<file path="src/rtl/mem_arbiter.sv">
// Two-port arbiter for the shared single-port program/data memory: round-robin on ties, burst limit on contention.
// Optional beat counters are compiled in with `define ARB_STATS_EN.
module mem_arbiter #(
  parameter int ADDR_W    = 5,
  parameter int DATA_W    = 8,
  parameter int BURST_MAX = 4
) (
  input  logic              clk,
  input  logic              rst_n,
  input  logic              req0,
  input  logic              req1,
  input  logic              we0,
  input  logic              we1,
  input  logic [ADDR_W-1:0] addr0,
  input  logic [ADDR_W-1:0] addr1,
  input  logic [DATA_W-1:0] wdata0,
  input  logic [DATA_W-1:0] wdata1,
`ifdef ARB_STATS_EN
  input  logic              clr_stats,
  output logic [15:0]       beats0,
  output logic [15:0]       beats1,
`endif
  output logic              gnt0,
  output logic              gnt1,
  output logic              ack0,
  output logic              ack1,
  output logic              rvalid0,
  output logic              rvalid1,
  output logic [DATA_W-1:0] rdata,
  output logic [ADDR_W-1:0] mem_addr,
  output logic              mem_rd,
  output logic              mem_wr,
  output logic [DATA_W-1:0] mem_wdata,
  input  logic [DATA_W-1:0] mem_rdata
);

  // One bit per owner so each grant flag is a flop output, never a decode.
  typedef enum logic [1:0] {
    IDLE = 2'b00,
    OWN0 = 2'b01,
    OWN1 = 2'b10
  } state_t;

  localparam logic [4:0] BURST_LIM = 5'(BURST_MAX);

  state_t     state;
  state_t     state_nxt;
  logic       last_gnt;
  logic [3:0] burst_cnt;
  logic       beat;
  logic       other_req;
  logic [4:0] burst_next;
  logic       burst_hit;

  // Owner-relative view: the current owner's beat and the competing request.
  always_comb begin
    // NOTE: every always_comb output gets a default first so no path can infer a latch.
    beat      = 1'b0;
    other_req = 1'b0;
    unique case (state)
      OWN0: begin
        beat      = req0;
        other_req = req1;
      end
      OWN1: begin
        beat      = req1;
        other_req = req0;
      end
      default: ;
    endcase
  end

  assign burst_next = {1'b0, burst_cnt} + 5'd1;
  assign burst_hit  = beat && other_req && (burst_next >= BURST_LIM);

  // State register; the pointer remembers who owned the bus last so ties alternate.
  always_ff @(posedge clk or negedge rst_n) begin
    if (!rst_n) begin
      // NOTE: sequential state uses non-blocking assignments so every flop samples pre-edge values.
      state    <= IDLE;
      last_gnt <= 1'b1;
    end else begin
      state <= state_nxt;
      if (state != state_nxt) begin
        if (state == OWN0) last_gnt <= 1'b0;
        if (state == OWN1) last_gnt <= 1'b1;
      end
    end
  end

  always_comb begin
    state_nxt = state;
    unique case (state)
      IDLE: begin
        if (req0 && req1) state_nxt = last_gnt ? OWN0 : OWN1;
        else if (req0)    state_nxt = OWN0;
        else if (req1)    state_nxt = OWN1;
      end
      OWN0: begin
        if (!req0)          state_nxt = req1 ? OWN1 : IDLE;
        else if (burst_hit) state_nxt = OWN1;
      end
      OWN1: begin
        if (!req1)          state_nxt = req0 ? OWN0 : IDLE;
        else if (burst_hit) state_nxt = OWN0;
      end
      default: state_nxt = IDLE;
    endcase
  end

  // Counts beats only while the other side is waiting; a sole requester never hits the limit.
  always_ff @(posedge clk or negedge rst_n) begin
    if (!rst_n) begin
      burst_cnt <= '0;
    end else if ((state_nxt != state) || !other_req) begin
      burst_cnt <= '0;
    end else if (beat && (burst_next <= BURST_LIM)) begin
      burst_cnt <= burst_cnt + 4'd1;
    end
  end

  assign gnt0 = state[0];
  assign gnt1 = state[1];
  assign ack0 = gnt0 & req0;
  assign ack1 = gnt1 & req1;

  always_comb begin
    mem_addr  = '0;
    mem_wdata = '0;
    mem_rd    = 1'b0;
    mem_wr    = 1'b0;
    unique case (state)
      OWN0: begin
        mem_addr  = addr0;
        mem_wdata = wdata0;
        mem_rd    = req0 & ~we0;
        mem_wr    = req0 & we0;
      end
      OWN1: begin
        mem_addr  = addr1;
        mem_wdata = wdata1;
        mem_rd    = req1 & ~we1;
        mem_wr    = req1 & we1;
      end
      default: ;
    endcase
  end

  // Read data comes back one cycle after the strobe, even if ownership moved meanwhile.
  always_ff @(posedge clk or negedge rst_n) begin
    if (!rst_n) begin
      rvalid0 <= 1'b0;
      rvalid1 <= 1'b0;
    end else begin
      rvalid0 <= ack0 & ~we0;
      rvalid1 <= ack1 & ~we1;
    end
  end

  assign rdata = mem_rdata;

`ifdef ARB_STATS_EN
  always_ff @(posedge clk or negedge rst_n) begin
    if (!rst_n) begin
      beats0 <= '0;
      beats1 <= '0;
    end else if (clr_stats) begin
      beats0 <= '0;
      beats1 <= '0;
    end else begin
      if (ack0 && (beats0 != 16'hFFFF)) beats0 <= beats0 + 16'd1;
      if (ack1 && (beats1 != 16'hFFFF)) beats1 <= beats1 + 16'd1;
    end
  end
`endif

endmodule

</file>
<file path="config.mk">
export PLATFORM = sky130hd
export DESIGN_NAME = mem_arbiter
export DESIGN_NICKNAME = d
export VERILOG_FILES = /design/src/rtl/mem_arbiter.sv
export SDC_FILE = /design/constraint.sdc
export NUM_CORES = 1
export LEC_CHECK = 0
export ABC_CLOCK_PERIOD_IN_PS = 2900
export CAP_MARGIN = 30
export CORE_MARGIN = 3
export CORE_UTILIZATION = 37
export CTS_CLUSTER_SIZE = 30
export DETAILED_ROUTE_END_ITERATION = 12
export MAX_ROUTING_LAYER = met4
export PLACE_DENSITY = 0.88
export SETUP_SLACK_MARGIN = 0.05
export SYNTH_ARGS = -nofsm -noshare
export SYNTH_HDL_FRONTEND = slang
export SYNTH_SLANG_ARGS = --single-unit
</file>
<file path="constraint.sdc">
create_clock -name clk -period 2.9 [get_ports clk]
set_input_delay 0.29 -clock clk [delete_from_list [all_inputs] [get_ports clk]]
set_output_delay 0.29 -clock clk [all_outputs]
set_load 0.005 [all_outputs]
</file>
# --- After elaboration in Yosys (flattened, before gate mapping) ---
# Cells that the tools add are included.
totals:
  reg_bits: 9
  ram_bits: 0
  romBits: 0
  output_inout_bits: 29
  wordCells: 54
  mem_count: 0
  latchBits: 0
  inputBits: 40
op_classes:
  n_lt_le_gt_ge: 2
  n_addsub: 2
  reduce_logical: 10
  shift: 0
  bitwise_logic: 10
  multipliers: 0
  div_mod_pow: 0
  n_mux: 21
  n_eq_ne: 4
ops:
  columns: ["cell", "count"]
  rows:
  - ["2-to-1 mux 2 bit", 9]
  - ["one-hot mux 8 bit (2 select lines)", 1]
  - ["one-hot mux 5 bit (2 select lines)", 1]
  - ["bitwise AND 1 bit", 8]
  - ["2-to-1 mux 4 bit", 2]
  - ["one-hot mux 1 bit (2 select lines)", 4]
  - ["one-hot mux 2 bit (3 select lines)", 1]
  - ["adder 4 x 1 -> 5 bit, second input constant", 1]
  - ["greater-or-equal comparator 5 x 3 -> 1 bit, second input constant", 1]
  - ["less-or-equal comparator 5 x 3 -> 1 bit, second input constant", 1]
  - ["adder 4 x 1 -> 4 bit, second input constant", 1]
  - ["logical AND 1 bit", 4]
  - ["!= test 2 bit", 2]
  - ["nonzero test 2 bit", 2]
  - ["2-to-1 mux 1 bit", 3]
  - ["equality test 2 x 1 -> 1 bit, second input constant", 1]
  - ["equality test 2 bit, second input constant", 1]
  - ["zero test 2 bit", 1]
  - ["NOT 1 bit", 2]
  - ["AND reduction 2 bit", 1]
  - ["zero test 1 bit", 1]
  - ["logical OR 1 bit", 1]

# --- Logic depth before layout (Yosys ltp) ---
depth:
  depth_word: 10
  ltp_mapped: 10
  depth_no_buf: 9

# --- Worst setup path before layout ---
# Ideal clock, no wire load.
synth_path:
  kind: "reg-to-reg"
  from: "register state[0]"
  to: "register burst_cnt[0]"
  arrival_ns: 2.509
  setup_time_ns: 0.094
  synth_period_minus_slack_ns: 2.602
  path_buffers: 1
  required_time_ns: 2.806
  setup_slack_ns: 0.298
  stages_incl_launch_ff: 11
  cell_sequence: "dfrtp_1 > clkbuf_1 > inv_1 > ha_1 > o31ai_1 > a41o_1 > a31oi_1 > nor2_1 > or4_1 > a21o_1 > a211oi_1"
synth_between:
  elab_chain_cells: 10
  elab_cells_between_ends: 21
  classes_between: "3 x eq/ne; 11 x mux; 7 x reduce/logical"
synth_lines:
  columns: ["element", "line_no", "text"]
  rows:
  - ["start, declared", "46", "state_t state;"]
  - ["start signal, assigned", "83", "state <= state_nxt;"]
  - ["equality test 2 bit or equality test 2 x 1 -> 1 bit (tied branches)", "60, 93", null]
  - ["one-hot mux 1 bit (2 select lines)", "60", "unique case (state)"]
  - ["logical AND 1 bit (2 in a row)", "74", "assign burst_hit = beat && other_req && (burst_next >= BURST_LIM);"]
  - ["2-to-1 mux 2 bit (on tied branches)", "105, 101", null]
  - ["2-to-1 mux 2 bit (on tied branches)", "104, 100", null]
  - ["one-hot mux 2 bit (3 select lines)", "93", "unique case (state)"]
  - ["!= test 2 bit", "115", "end else if ((state_nxt != state) || !other_req) begin"]
  - ["logical OR 1 bit", "115", null]
  - ["2-to-1 mux 4 bit or nonzero test 2 bit (tied branches)", null, null]
  - ["end signal, assigned", "118", "burst_cnt <= burst_cnt + 4'd1;"]
  - ["end, declared", "49", "logic [3:0] burst_cnt;"]
# Parallel ways exist; a longest one is shown, timed or not.
# A chain may end at the register's enable or synchronous reset.

# --- Worst setup path in the final report ---
layout_path:
  from: "register state[0]"
  to: "register burst_cnt[3]"
# Same word-level chain as after synthesis.

==> impl_metrics.ini <==
[timing]
worst_slew_margin_rel_pct = 72.0
skew_ns = 0.00103
finalCritPeriodShare_pct = 91.4
timing.final.setup_violations = 0
hold_violations = 0
rsz_0062_raised_after_global_routing = false
max_freq_mhz = 377
period_minus_slack_ns = 2.65
pin_slew_with_the_least_headroom_to_its_limit_ns = 0.419
timing_max_transition_violations_final = 0
finalSetupTns_ns = 0

[clocking]
cts_setup_buffers = 0
holdBufCountCts = 0
cts_inserted_buffers = 3
clock_net_sink_count = 9
clock_path_buffers = 2
cts-htree-levels = 1
clockRootBuffer = clkbuf_4
insertion_delay_ns = 0.27
path_clk_slew_ns = 0.06
tritoncts = done

[logic_synthesis]
synth.cell_area_um2 = 1100
asyncSetResetFlopFracSynth_pct = 100
total_number_of_yosys_warnings = 0
synth_compound_gate_area_share_pct = 29.7
yosys-mux-area-fraction_pct = 3.75
synth_adder_area_share_pct = 7.84
synth_top_family_by_area = compound AO/OA/AOI/OAI gates
synth.lib_cells_used.distinct = 48
flip_flop_cell_with_the_highest_count_after_synthesis = dfrtp_1
ys_ff_latch = 9
syn-instance-count = 138
syn_avg_cell_area_um2 = 7.98
number_of_synthesized_flops_with_an_enable_pin = 0
synth.yosys.seq_area_share_pct = 20.6
mappedNetlistNets = 184
yosys.area_share.xor_xnor_pct = 1.59
synth_simple_gate_area_share_pct = 26.4

[place]
gp_routability_congestion = 0.899
portBuffers = 52
detailed_place.area_um2 = 1620
hpwl_mm = 2.65
place_inst = 211

[die]
die-area_um2 = 3670
effective_utilization_at_floorplan_pct = 39.3
floorplan.io_pins = 69
die_h_um = 60.6
floorplan.core_area_um2 = 2810
floorplan.die.width_um = 60.6
num_rows = 19

[run_status]
status = complete, no violations

[worst_setup_path]
crit_required_ns = 3.08
critPathMaxFanout = 8
data_arrival_time_of_the_worst_path_ns = 2.83
criticalPathCategory = flip-flop to flip-flop
worstSetupStartpointType = flip-flop
worst_setup_path_end_kind = flip-flop

[drt]
drt_drc_violations_left = 0
drt_iter0_drc = 52
routed-via-count = 1225
vias_per_cell = 5.70
route.final.wire_length_mm = 3.26
post_detailed_route_wirelength_per_cell_um = 15.2
detailedRoute.firstPassIterationCount = 4
route.antenna.remaining_nets = 0

[cells_and_area]
area_growth_pct = 49.2
antennaDiodeCount = 0
finalCoreUtilization_pct = 58.6
fillCellCount = 249
multi_input_area_um2 = 762
layout.area.seq_um2 = 228
fin_nets = 231
layout-drive-gt1-share_pct = 9.78
finalInstanceArea_um2 = 1640
fin_cells = 215

[global_route]
antenna_found_initial = 0
gr-total-overflow = 0
first_global_vias = 1156
global_route_total_usage_across_every_layer_pct = 17.7
grt_first_pass_wirelength_mm = 4.83
grt_start_max_net_pins = 22

[flow_run]
max-cap-violations = 0

[hold_path]
hp-class = primary input to async pin

[pwr]
fin_total_pwr_mw = 1.19
max-vdd-ir-drop_mv = 0.577
power.leakage_nw = 0.666
power-per-cell-area_nw_per_um2 = 726
[critical path: stages, from the launching register on]
cell and delay [ns]:
dfrtp_2 0.46, ha_1 0.29, maj3_2 0.35, o311ai_1 0.30
a31oi_1 0.12, nor2_1 0.29, a21oi_1 0.11, or3_1 0.37
a211oi_1 0.26
[synth_stat cells (2+ instances only)]
library cell / n / area share [%]
a22oi_1: 13 / 8.9
inv_1: 4 / 1.4
a21boi_0: 2 / 1.4
buf_1: 3 / 1.0
dfrtp_1: 8 / 18
nand2_1: 10 / 3.4
a211oi_1: 5 / 3.4
nor3b_1: 2 / 1.4
buf_2: 3 / 1.4
mux2i_1: 3 / 2.7
buf_4: 8 / 5.5
clkbuf_1: 3 / 1.0
nand3_1: 5 / 2.3
and3_1: 2 / 1.1
nor2_1: 5 / 1.7
nor2b_1: 16 / 9.1
ha_1: 6 / 6.8
and2_1: 7 / 4.0
a21o_1: 3 / 2.0
o22ai_1: 2 / 1.1
[state kept, by name, indices dropped and copies added (netlist names)]
name,flops
last_gnt,1
rvalid1,1
burst_cnt,4
state,2
rvalid0,1
[layer usage]
layer	part of all wire [%]	track usage, %	up-vias
li1	-	-	597
met2	46	31.5	61
met4	1.8	5.57	0
met1	39	17.8	560
met3	13	6.81	7
met5	0	-	-
[cells in the final DEF, fill, tap and decap left out, types with 2 or more instances in the layout]
cell type | Yosys | final
nor2_1 | 5 | 5
nor3b_1 | 2 | 2
clkdlybuf4s50_1 | 0 | 52
nand3_1 | 5 | 5
dfrtp_1 | 8 | 7
mux2i_1 | 3 | 3
buf_4 | 8 | 7
and3_1 | 2 | 2
a21o_1 | 3 | 3
o22ai_1 | 2 | 2
a22oi_1 | 13 | 13
nor2b_1 | 16 | 16
inv_1 | 4 | 4
clkbuf_4 | 0 | 3
nand2_1 | 10 | 10
a21boi_0 | 2 | 2
a211oi_1 | 5 | 5
ha_1 | 6 | 6
and2_1 | 7 | 7
[final timing paths]
path | from | endpoint | slack, ns | cells after the start
max | state[0] | burst_cnt[3] | 0.25 | 8
min | rst_n | burst_cnt[0] | 0.32 | 1
max reg2reg | state[0] | burst_cnt[3] | 0.25 | 8
min reg2reg | burst_cnt[3] | burst_cnt[3] | 0.60 | 2
max in group asynchronous | rst_n | last_gnt | 2.26 | 1
min in group clk | mem_rdata[2] | rdata[2] | 0.58 | 0
[area by class of cell]
type                       count  area share [%]
clock buffer                   4            1.60
timing repair buffer          59            34.9
multi-input combinational    108            46.4
tap                           31            2.36
inverter                       4           0.914
sequential                     9            13.9
[power breakdown]
part	switching (mW)	total (mW)	internal (mW)	leakage (nW)
clock network	0.0488	0.102	0.0533	0.0150
logic	0.432	0.917	0.485	0.533
registers	0.0210	0.174	0.153	0.118
[through the flow]
step / worst slack, ns / hold slack (ns)
final: 0.250 / 0.321
after global routing: 0.0681 / 0.341
after CTS: 0.191 / 0.324
after detailed placement: 0.195 / 0.580
after global placement: 0.332 / 0.561
after floorplan: 0.298 / -0.00559
[timing repair]
item                                    CTS  global route
endpoints found under the setup margin    0             4
hold endpoints to repair                  0             0
resized for setup                         0             1
[cell families after synthesis]
family,count (synthesis)
adder cells (fa/ha/maj),7
XOR/XNOR,2
multiplexers,4
AND/OR/NAND/NOR,53
buffers and inverters,21
AO/OA/AOI/OAI,42
flip-flops,9
Power figures use the tool's default switching activity.
